**src/rtl/sat_counter.sv**
```systemverilog
// Up-counter that sticks at all-ones; a synchronous clear wins over an increment.
module sat_counter #(
  parameter int unsigned W = 32
) (
  input  logic         clk_i,
  input  logic         reset_ni,
  input  logic         inc,
  input  logic         clr,
  output logic [W-1:0] q
);

  logic [W-1:0] cnt_q;
  logic [W-1:0] cnt_d;

  always_comb begin
    cnt_d = cnt_q;
    if (clr) begin
      cnt_d = '0;
    end else if (inc && (cnt_q != '1)) begin
      cnt_d = cnt_q + 1'b1;
    end
  end

  always_ff @(posedge clk_i or negedge reset_ni) begin
    if (!reset_ni) begin
      cnt_q <= '0;
    end else begin
      cnt_q <= cnt_d;
    end
  end

  assign q = cnt_q;

endmodule

```
**config.mk**
```make
export PLATFORM = sky130hd
export DESIGN_NAME = sat_counter
export DESIGN_NICKNAME = d
export VERILOG_FILES = /design/src/rtl/sat_counter.sv
export SDC_FILE = /design/constraint.sdc
export NUM_CORES = 1
export LEC_CHECK = 0
export ABC_AREA = 1
export BUFFER_PORTS_ARGS = -buffer_cell sky130_fd_sc_hd__buf_2
export CAP_MARGIN = 5
export CORE_MARGIN = 4
export CORE_UTILIZATION = 45
export DETAILED_ROUTE_END_ITERATION = 10
export GPL_ROUTABILITY_DRIVEN = 0
export HOLD_SLACK_MARGIN = 0.15
export PLACE_DENSITY_LB_ADDON = 0.05
export SYNTH_ARGS = -nofsm -noshare
export SYNTH_HDL_FRONTEND = slang
export SYNTH_SLANG_ARGS = --single-unit
```
**constraint.sdc**
```tcl
create_clock -name clk_i -period 2.7 [get_ports clk_i]
set_input_delay 0.135 -clock clk_i [delete_from_list [all_inputs] [get_ports clk_i]]
set_output_delay 0.135 -clock clk_i [all_outputs]
set_load 0.1 [all_outputs]
```
After elaboration in Yosys (flattened, before gate mapping)
Index checks and enable logic that the tools add are counted.
W data, S select, Z words.

cells by class
  reduce and logical (&&, ||, !) cells = 2
  $add $sub $neg = 1
  multiplexer cells = 2
  equality and inequality tests = 1

operators with widths
  kind                     count
  $mux W32                 2
  $add A32 B1 Y32 const B  1
  $ne A32 B32 Y1 const B   1
  $reduce_bool A2 Y1       1
  $logic_and A1 B1 Y1      1

storage, ports and cells
  output and inout bits = 32
  logic and storage cells = 7
  input bits = 4
  bits in registers = 32

Depth between registers and ports, before layout
  depth after elaboration = 4
  gate-level depth with buffers = 12
  mapped depth without buffers = 11

Worst setup path before layout
Ideal clock, no wire load.

  kind = register to register
  start = register cnt_q[1] (netlist: q[1])
  end = register cnt_q[13] (netlist: q[13])
  cell stages (with the launch flop) = 13
  path slack = 286 ps
  setup time = 68 ps
  required time = 2632 ps
  data arrival time = 2346 ps
  path buffers = 1
  clock period less this slack = 2414 ps
  cell sequence = dfrtp_1 ha_1 nand2_2 nor2_4 nand2_4 nor2_8 nand2_4 nand2_8 nand2_4 inv_2 buf_6 nand2_1 nand2_1

between the ends
  word-level cells in the longest chain between the ends = 3
  elaborated cells on any way between the ends = 6
  those cells by class = add/sub (1); eq/ne (1); mux (2); reduce/logical (2)

ends and longest elaborated chain
  what                                                      line    RTL
  start: declaration                                        12      logic [W-1:0] cnt_q;
  start signal: assignment                                  28      cnt_q <= cnt_d;
  $add A32 B1 Y32 / $ne A32 B32 Y1 (equally long branches)  20, 19
  $mux W32 / $logic_and A1 B1 Y1 (equally long branches)    19      end else if (inc && (cnt_q != '1)) begin
  $mux W32 / $reduce_bool A2 Y1 (equally long branches)     --

Several ways; a longest one is shown, not always the timed one. The select of a mux whose other input is x is not followed.
A chain may end at the register's enable or synchronous reset.

Worst setup path after layout
  start = register cnt_q[1] (netlist: q[1])
  end = register cnt_q[26] (netlist: q[26])

The elaborated chain is that of the path after synthesis.

==> impl_metrics.ini <==
[worst_setup_path]
reg2reg_from = q[1]$_DFFE_PN0P_
critPathKind = register to register
worst_setup_path_end_kind = register
startpoint = q[1]$_DFFE_PN0P_
cp_data_required_time_ps = 2920
cp-start-kind = register
cp_max_fo = 14
cp.arrival_ps = 2490

[drt]
first_iter_violations = 116
routedWlPerCell_um = 13.3
route.detailed.drc = 0
ant_nets = 0
vias = 2230
vias_per_cell = 4.97
dr.pass1.iters = 4
routed_wirelength_um = 5980

[timing]
skew_ps = 3.14
setup_viol = 0
period_minus_slack_ps = 2270
slew_viol_final = 0
finalSetupTns_ps = 0
max_freq_mhz = 440
period_share_pct = 84.1
rsz0062_at_grt = false
slew_headroom_pct = 22.1
hold_viol_final = 0
tightest_slew_ps = 1170

[power_and_ir_drop]
power_uw = 952
p_leak_nw = 1.27
ir_drop_mv = 0.192
power_density_nw_per_um2 = 374

[yosys]
synth_seq_area_share_pct = 35.7
yosys.area.top_type = dfrtp_1
synth.distinct_cells = 26
netlist.area_leader.share_pct = 35.7
synth.cell_area_um2 = 2240
syn_nets = 350
ys.warnings.count = 0
synth_area_per_cell_um2 = 6.50
synthCells = 345
synth_seq_cells = 32
synth.area.top_cells = dfrtp_1, nand2_1, nor2_1

[clock_tree]
h-tree-depth = 2
root_buffer = clkbuf_8
clk_pin_slew_ps = 70
clkLatencyLatePin_ps = 290
cts_made_buffers = 5
cts_tree = done
clockBufferDepth = 2
cts.sinks = 32

[die]
rows = 25
die-height_um = 78.6
core_um2 = 4790
die-area_um2 = 6180
initial_core_util_pct = 46.9
io_pins = 36
die_x_um = 78.6

[finish]
largest_reg_flops = 32
area_delta_synth_final_pct = 13.6
final_common_cell = nand2_1
final_layout_size_suffix_gt1_share_pct = 15.4
nets = 386
n_antenna_cell = 0
mostFrequentLayoutCells = nand2_1, nor2_1, buf_2

[global_routing]
grt_pass1_wl_um = 9870
grt_pass1_vias = 2042
track_usage_pct = 20.6
grt_max_degree = 33
grt-ovfl-total = 0
antenna_found_initial = 0

[status]
status = completed

[placed_design]
io_buffers = 35
dp_hpwl_um = 4310

[hold_path]
hold_class = input pin to register
hp-start = inc

[flow_run]
drv_cap = 0
layer usage:
metal,global-route usage (%),part of all wire (%),wire length (um)
met4,7.69,1.4,83
met3,3.56,3.9,232
met1,28.0,49,2900
met5,0,0,0
met2,32.5,46,2760
layout make-up:
class                      instances  area [um^2]
fill                             503         2240
multi-input combinational        274         1260
sequential                        32          801
timing repair buffer              37          193
inverter                          31          116
clock buffer                       8         90.1
tap                               67         83.8
cells in the mapped netlist (all sizes together):
cell,count
a21oi,4
a22oi,1
buf,6
clkbuf,2
dfrtp,32
ha,1
inv,31
nand2,142
nand3,34
nand3b,1
nand4,8
nor2,59
o21ai,14
or2,1
xnor2,4
xor2,5
power by group:
part	internal, mW	switching (mW)
clock	0.208	0.186
sequential	0.482	0.00316
combinational	0.0117	0.0617
path summary, 6_finish.rpt:
path	slack [ps]	endpoint	depth (start not counted)
setup reg to reg	430	q[26]$_DFFE_PN0P_	8
setup / recovery	430	q[26]$_DFFE_PN0P_	8
min in group asynchronous	440	q[10]$_DFFE_PN0P_	2
hold / removal	200	q[21]$_DFFE_PN0P_	3
max in group asynchronous	1780	q[31]$_DFFE_PN0P_	2
hold reg to reg	560	q[1]$_DFFE_PN0P_	2
cells by family (layout without fill, tap and decap cells):
| group | count (synthesis) | count (layout) | synth area share (%) |
|---|---|---|---|
| buffers and inverters | 39 | 76 | 7.92 |
| xor gates and xnor gates | 9 | 9 | 3.51 |
| and+or+nand+nor | 245 | 245 | 48.0 |
| AOI/OAI and AO/OA | 19 | 19 | 4.35 |
| adders and majority gates | 1 | 1 | 0.558 |
| DFF | 32 | 32 | 35.7 |
worst max-delay path, stage by stage (launching register included):
cell and delay [ps]:
dfrtp_1 420, ha_1 230, nand2_2 90, nor2_4 50, nand2_4 110, nor2_8 60
a21oi_1 910, nand4_1 200, nand2_1 120
stage by stage:
stage                     hold slack, ps  util (%)  area (um^2)  instances  worst slack (ps)
after global routing                 200      53.3         2550        449               234
after global placement               247      51.2         2450        440               471
after CTS                            195      53.3         2550        449               411
final                                202      53.3         2550        449               429
after floorplan                     -161         -         2240        345               286
after detailed placement             251      51.2         2450        440               469
repair_timing:
| action | 4_1_cts | 5_1_grt |
|---|---|---|
| resized for setup | 0 | 0 |
| hold endpoints to repair | 32 | 0 |
| hold buffers | 1 | 0 |
| buffers inserted | 0 | 0 |
Power figures use the tool's default switching activity.
